## src/rtl/ysyx_210544_cache_split.sv

```systemverilog
// Unaligned-access splitter: turns one LSU/IFU request into one or two line-contained
// downstream accesses and returns a single merged response.
module ysyx_210544_cache_split #(
    parameter int AW         = 64,
    parameter int LINE_BYTES = 16,
    parameter bit SPLIT_EN   = 1'b1
) (
    input  logic          clk,
    input  logic          rst,
    input  logic          i_req_valid,
    output logic          o_req_ready,
    input  logic [AW-1:0] i_req_addr,
    input  logic          i_req_op,
    input  logic [2:0]    i_req_bytes,
    input  logic [63:0]   i_req_wdata,
    output logic          o_resp_valid,
    output logic [63:0]   o_resp_rdata,
    output logic          o_resp_err,
    output logic          o_cb_req,
    output logic [AW-1:0] o_cb_addr,
    output logic          o_cb_op,
    output logic [2:0]    o_cb_bytes,
    output logic [63:0]   o_cb_wdata,
    input  logic [63:0]   i_cb_rdata,
    input  logic          i_cb_ack,
    input  logic          i_cb_err
);

    localparam int OFF_W = $clog2(LINE_BYTES);

    localparam logic [2:0] S_IDLE = 3'd0;
    localparam logic [2:0] S_REQ0 = 3'd1;
    localparam logic [2:0] S_GAP  = 3'd2;
    localparam logic [2:0] S_REQ1 = 3'd3;
    localparam logic [2:0] S_RESP = 3'd4;

    // Keep only the low n+1 bytes of d (n is byte count minus 1).
    function automatic logic [63:0] f_mask(input logic [63:0] d, input logic [2:0] n);
        logic [6:0] sh;
        sh     = {({1'b0, n} + 4'd1), 3'b000};
        f_mask = d & ~(64'hFFFF_FFFF_FFFF_FFFF << sh);
    endfunction

    // Byte shift amount for n+1 bytes.
    function automatic logic [6:0] f_shamt(input logic [2:0] n);
        f_shamt = {({1'b0, n} + 4'd1), 3'b000};
    endfunction

    logic [2:0]    r_state;
    logic [AW-1:0] r_addr;
    logic          r_op;
    logic [2:0]    r_bytes;
    logic [63:0]   r_wdata;
    logic [63:0]   r_rdata0;
    logic          r_req_ready;
    logic          r_resp_valid;
    logic [63:0]   r_resp_rdata;
    logic          r_resp_err;
    logic          r_cb_req;
    logic [AW-1:0] r_cb_addr;
    logic          r_cb_op;
    logic [2:0]    r_cb_bytes;
    logic [63:0]   r_cb_wdata;

    // Crossing arithmetic on the incoming request (used at accept time).
    logic [OFF_W-1:0] w_in_off;
    logic [OFF_W:0]   w_in_end;
    logic             w_in_cross;
    logic [2:0]       w_in_bytes0;

    // Crossing arithmetic on the latched request.
    logic [OFF_W-1:0] w_off;
    logic [OFF_W:0]   w_end;
    logic             w_cross;
    logic [2:0]       w_bytes0;
    logic [2:0]       w_bytes1;
    logic [AW-1:0]    w_addr1;
    logic [63:0]      w_wdata1;

    assign w_in_off    = i_req_addr[OFF_W-1:0];
    assign w_in_end    = {1'b0, w_in_off} + {{(OFF_W-2){1'b0}}, i_req_bytes};
    assign w_in_cross  = (w_in_end >= (OFF_W+1)'(LINE_BYTES));
    // LINE_BYTES-1-off is ~off; it is at most 6 whenever the access crosses.
    assign w_in_bytes0 = w_in_cross ? ~w_in_off[2:0] : i_req_bytes;

    assign w_off    = r_addr[OFF_W-1:0];
    assign w_end    = {1'b0, w_off} + {{(OFF_W-2){1'b0}}, r_bytes};
    assign w_cross  = (w_end >= (OFF_W+1)'(LINE_BYTES));
    assign w_bytes0 = w_cross ? ~w_off[2:0] : r_bytes;
    assign w_bytes1 = w_end[2:0];
    assign w_addr1  = {r_addr[AW-1:OFF_W] + (AW-OFF_W)'(1), {OFF_W{1'b0}}};
    assign w_wdata1 = r_wdata >> f_shamt(w_bytes0);

    // Request sequencing FSM with registered handshake and downstream fields.
    always_ff @(posedge clk or posedge rst) begin
        if (rst) begin
            r_state      <= S_IDLE;
            r_addr       <= '0;
            r_op         <= 1'b0;
            r_bytes      <= 3'd0;
            r_wdata      <= 64'd0;
            r_rdata0     <= 64'd0;
            r_req_ready  <= 1'b1;
            r_resp_valid <= 1'b0;
            r_resp_rdata <= 64'd0;
            r_resp_err   <= 1'b0;
            r_cb_req     <= 1'b0;
            r_cb_addr    <= '0;
            r_cb_op      <= 1'b0;
            r_cb_bytes   <= 3'd0;
            r_cb_wdata   <= 64'd0;
        end else begin
            case (r_state)
                S_IDLE: begin
                    if (i_req_valid) begin
                        r_addr      <= i_req_addr;
                        r_op        <= i_req_op;
                        r_bytes     <= i_req_bytes;
                        r_wdata     <= i_req_wdata;
                        r_req_ready <= 1'b0;
                        if (w_in_cross && !SPLIT_EN) begin
                            r_state      <= S_RESP;
                            r_resp_valid <= 1'b1;
                            r_resp_err   <= 1'b1;
                            r_resp_rdata <= 64'd0;
                        end else begin
                            r_state    <= S_REQ0;
                            r_cb_req   <= 1'b1;
                            r_cb_addr  <= i_req_addr;
                            r_cb_op    <= i_req_op;
                            r_cb_bytes <= w_in_bytes0;
                            r_cb_wdata <= i_req_wdata;
                        end
                    end else begin
                        r_state <= S_IDLE;
                    end
                end
                S_REQ0: begin
                    if (i_cb_ack) begin
                        r_cb_req <= 1'b0;
                        if (i_cb_err) begin
                            r_state      <= S_RESP;
                            r_resp_valid <= 1'b1;
                            r_resp_err   <= 1'b1;
                            r_resp_rdata <= 64'd0;
                        end else if (w_cross) begin
                            r_state  <= S_GAP;
                            r_rdata0 <= f_mask(i_cb_rdata, w_bytes0);
                        end else begin
                            r_state      <= S_RESP;
                            r_resp_valid <= 1'b1;
                            r_resp_err   <= 1'b0;
                            r_resp_rdata <= f_mask(i_cb_rdata, r_bytes);
                        end
                    end else begin
                        r_state <= S_REQ0;
                    end
                end
                S_GAP: begin
                    r_state    <= S_REQ1;
                    r_cb_req   <= 1'b1;
                    r_cb_addr  <= w_addr1;
                    r_cb_op    <= r_op;
                    r_cb_bytes <= w_bytes1;
                    r_cb_wdata <= w_wdata1;
                end
                S_REQ1: begin
                    if (i_cb_ack) begin
                        r_cb_req     <= 1'b0;
                        r_state      <= S_RESP;
                        r_resp_valid <= 1'b1;
                        if (i_cb_err) begin
                            r_resp_err   <= 1'b1;
                            r_resp_rdata <= 64'd0;
                        end else begin
                            r_resp_err   <= 1'b0;
                            r_resp_rdata <= f_mask(r_rdata0 | (i_cb_rdata << f_shamt(w_bytes0)), r_bytes);
                        end
                    end else begin
                        r_state <= S_REQ1;
                    end
                end
                S_RESP: begin
                    r_state      <= S_IDLE;
                    r_resp_valid <= 1'b0;
                    r_req_ready  <= 1'b1;
                end
                default: begin
                    r_state      <= S_IDLE;
                    r_resp_valid <= 1'b0;
                    r_cb_req     <= 1'b0;
                    r_req_ready  <= 1'b1;
                end
            endcase
        end
    end

    assign o_req_ready  = r_req_ready;
    assign o_resp_valid = r_resp_valid;
    assign o_resp_rdata = r_resp_rdata;
    assign o_resp_err   = r_resp_err;
    assign o_cb_req     = r_cb_req;
    assign o_cb_addr    = r_cb_addr;
    assign o_cb_op      = r_cb_op;
    assign o_cb_bytes   = r_cb_bytes;
    assign o_cb_wdata   = r_cb_wdata;

endmodule

```

## config.mk

```make
export PLATFORM = sky130hd
export DESIGN_NAME = ysyx_210544_cache_split
export DESIGN_NICKNAME = d
export VERILOG_FILES = /design/src/rtl/ysyx_210544_cache_split.sv
export SDC_FILE = /design/constraint.sdc
export NUM_CORES = 1
export LEC_CHECK = 0
export ABC_AREA = 1
export CORE_ASPECT_RATIO = 0.8
export CORE_MARGIN = 2
export CORE_UTILIZATION = 37
export DETAILED_ROUTE_END_ITERATION = 6
export GPL_TIMING_DRIVEN = 0
export PLACE_DENSITY_LB_ADDON = 0.25
export SLEW_MARGIN = 15
export SYNTH_ARGS = -nofsm -noshare
export SYNTH_HDL_FRONTEND = slang
export SYNTH_SLANG_ARGS = --single-unit
export TNS_END_PERCENT = 100
```

## constraint.sdc

```tcl
create_clock -name clk -period 33.8 [get_ports clk]
set_input_delay 8.45 -clock clk [delete_from_list [all_inputs] [get_ports clk]]
set_output_delay 8.45 -clock clk [all_outputs]
set_load 0.01 [all_outputs]
```

==> impl_results.md <==
* Max cap viols at 0
* Violations in the final reports: DRC
* Gpl congestion at 1.04
* Post-synth EDFFs at 0
* DR WL/cell at 24.8 um
* First-pass DRT Iterations at 7
* Crit path DAT at 11.72 ns
* Die H at 219 um
* Peak supply drop at 0.0717 mV
* DP Cell Count at 4,129
* Setup violations, final at 0
* Row count at 78
* Die Wd at 273 um
* Setup ws final at 22.57 ns
* Cell family with most CP delay: buffers and inverters
* Crit Reg-Reg Endpoint: o_resp_rdata[23]
* CP endpoint kind: flop
* Largest net degree at the start of global routing at 108
* Clk_lat worst skew at 0.61 ns
* Critical path peak fanout at 10
* CTS Sinks at 391
* First-pass GRT wire length at 149,000 um
* Most common cell in the netlist: nand2_1
* Post-CTS sizing at 0
* Post-synth cell types at 40
* Static Leak at 0.0131 uW
* Clock Skews at 0.0480 ns
* Num CTS Buffers at 43
* # DRC at 2
* Initial antenna violation count at 4
* Initial core utilization at 37.6%
* WHS Path Cells at 2
* Hold Fails Final Rpt at 0
* CP Buf/Inv Count at 5
* Synth top area share at 45.6%
* Vias at 23.3k
* CP max stage delay at 0.87 ns
* Post-CTS Setup Inserts at 0
* Crit path kind: in -> reg
* RSZ-0062 raised after global routing: false
* FF-to-FF path depth at 15
* Via density at 5.54
* Detailed Route Iter0 Violations at 2,893
* Non-filler cells, final at 4,208
* R2R Setup Slk at 28.62 ns
* IO Pins at 401
* Hold_buf cts at 0
* Seq cells post-synth at 391
* Minimum clock period at 11.23 ns
* Worst path slowest cell: clkbuf_1
* Final Max Slew Viols at 0
* GRT Util Overall at 34.3%
* FFs w/ async S/R, synth at 100%
* Synth top cells by count: nand2_1, dfrtp_1, nand3_1
* Syn Area/Cell at 7.22 sq um
* CTS tree: built
* Synth area leader: dfrtp_1
* Seq/Total Area, Yosys at 45.7%
* Drt total wl at 104,000 um
* WP data required at 34.29 ns
* Startpoint types: primary input
* Total gr overflow at 0
* Syn Nets at 3,180
* Slew @ Worst Pin at 1.22 ns
* Ys Warns at 0
* DP HPWL at 82,600 um
* CTS max path bufs at 3
* Critical-path cell list: clkdlybuf4s50_1 -> inv_1 -> nor2_1 -> nand2_1 -> inv_2 -> nor2_1 -> clkbuf_1 -> clkbuf_1 -> nand2_1 -> o211ai_1
* Number of port buffers at 400
* Relative slew slack at 18.3%
* Synth Flop Type: dfrtp_1
* Cells after Synth at 2,966
* Setup TNS at 0 ns
* Hold Path Class: reg -> reg
* Mapped cell area at 21,400 sq um
* Clock Pin Slew Worst Setup and Hold Paths at 0.06 ns
* Power per cell area at 111 nW/um^2
* Max Fclk at 0.0890 GHz
* Outcome: finished with violations
* Synth-to-Final Area Change at 30.6%
* DRT antenna net count at 0
* Vias in the first global route at 21.8k
* Reg2reg start: r_bytes[0]
* Share of layout cells above drive strength 1 at 4.67%
* Dominant cells by area after synthesis: dfrtp_1, nand2_1, nand3_1
* Dpl ws at 22.12 ns
* Htree depth at 2
* Root Buffer: clkbuf_16
* Final Cycle Share at 33.2%
* Hold Crit Start: o_cb_wdata[60]
* Total core area at 56,900 sq um
* Nets at 3,628
* Worst Hold Path EP: o_cb_wdata[60]
* Die ar. at 59,800 sq um
* Fillers at 5,824
-- state kept, by name, indices dropped and copies added, names as in the netlist --
register and flops:
o_cb_op 1, o_resp_rdata 64, o_cb_req 1, o_resp_err 1, r_op 1, o_cb_addr 64, r_addr 64, r_state 3
r_rdata0 64, o_resp_valid 1, r_bytes 3, o_req_ready 1, o_cb_bytes 3, o_cb_wdata 64, r_wdata 56
-- placed cells by master (no fill, tap or decap), types with 5 or more instances in the layout --
cell and instances:
a211oi_1 10, o21ai_0 210, nor3_1 29, clkdlybuf4s50_1 400
and2_1 6, buf_1 15, clkbuf_16 44, nand3_1 313
clkbuf_1 100, inv_1 265, nor2_1 167, clkinv_2 7
or2_1 10, or2_2 12, bufinv_16 6, nand4_1 24
dfrtp_1 390, inv_2 8, a21oi_1 83, buf_4 5
o221ai_1 5, buf_2 44, o31ai_1 36, a22o_1 5
ha_1 12, or2_0 5, o21ai_1 69, nand2_1 1023
xor2_1 32, clkbuf_8 7, o211ai_1 61
-- area by class of cell --
type                    count  area (sq um)  area share [%]
inverters                 274          1040            3.71
multi-input cells        2142          9920            35.5
repair buffers            403          4090            14.6
clock inverters            21           288            1.03
diodes                      2          5.00          0.0179
clock buffers              56          1220            4.35
well taps                 760           951            3.40
flip-flops and latches    391          9790            35.0
plain buffers             159           671            2.40
-- layer usage --
layer,vias to the layer above,wire length [um],GRT usage [%]
li1,10600,-,-
met1,11400,47400,51.2
met2,1258,42800,48.7
met3,158,11300,8.80
met4,2,2760,9.25
met5,-,13,0
-- kinds of logic (layout without fill, tap and decap cells) --
group                    after synthesis  in the layout  synth area share [%]
adder cells (fa/ha/maj)               13             13                 0.795
AND/OR/NAND/NOR                     1601           1601                  31.0
flip-flops                           391            391                  45.7
XOR/XNOR                              32             32                  1.31
other                                  0              2                     0
buffers and inverters                433            913                  7.94
AO/OA/AOI/OAI                        496            496                  13.3
-- stage by stage --
stage / power (uW) / hold WS (ns) / area (sq um) / utilization [%]
final: 3090 / 0.471 / 28000 / 49.1
after global routing: 3240 / 0.479 / 28000 / 49.1
after CTS: 3030 / 0.475 / 28000 / 49.1
after detailed placement: 2510 / 0.460 / 26500 / 46.5
after global placement: 2510 / 0.454 / 26400 / 46.3
after floorplan: 1710 / 0.450 / 21400 / -
-- power breakdown --
group / internal [uW] / total, uW / leakage [uW] / switching, uW
Clock: 301 / 516 / 0.000731 / 215
Combinational: 565 / 1730 / 0.00750 / 1170
Sequential: 676 / 842 / 0.00491 / 166
-- worst max-delay path by stage --
stage,cells after the start,to,startpoint
2_1_floorplan,1,o_cb_addr[0],rst
6_report,10,o_cb_addr[20],i_req_valid
5_1_grt,10,o_cb_addr[20],i_req_valid
3_3_place_gp,2,o_cb_wdata[43],rst
4_1_cts,10,o_cb_addr[20],i_req_valid
3_5_place_dp,10,o_cb_addr[20],i_req_valid
-- worst register-to-register path, cell delays in order (launching register included) --
cell      delay [ns]
dfrtp_1         0.44
ha_1            0.23
fa_1            0.44
nand3_2         0.17
nand3_1         0.08
nand2_1         0.24
buf_2           0.29
clkbuf_1        0.71
ha_1            0.37
clkbuf_1        0.22
inv_1           0.31
clkbuf_1        0.55
nand3_1         0.19
a21oi_1         0.52
o21ai_0         0.25
nand2_1         0.10
Power figures use the tool's default switching activity.
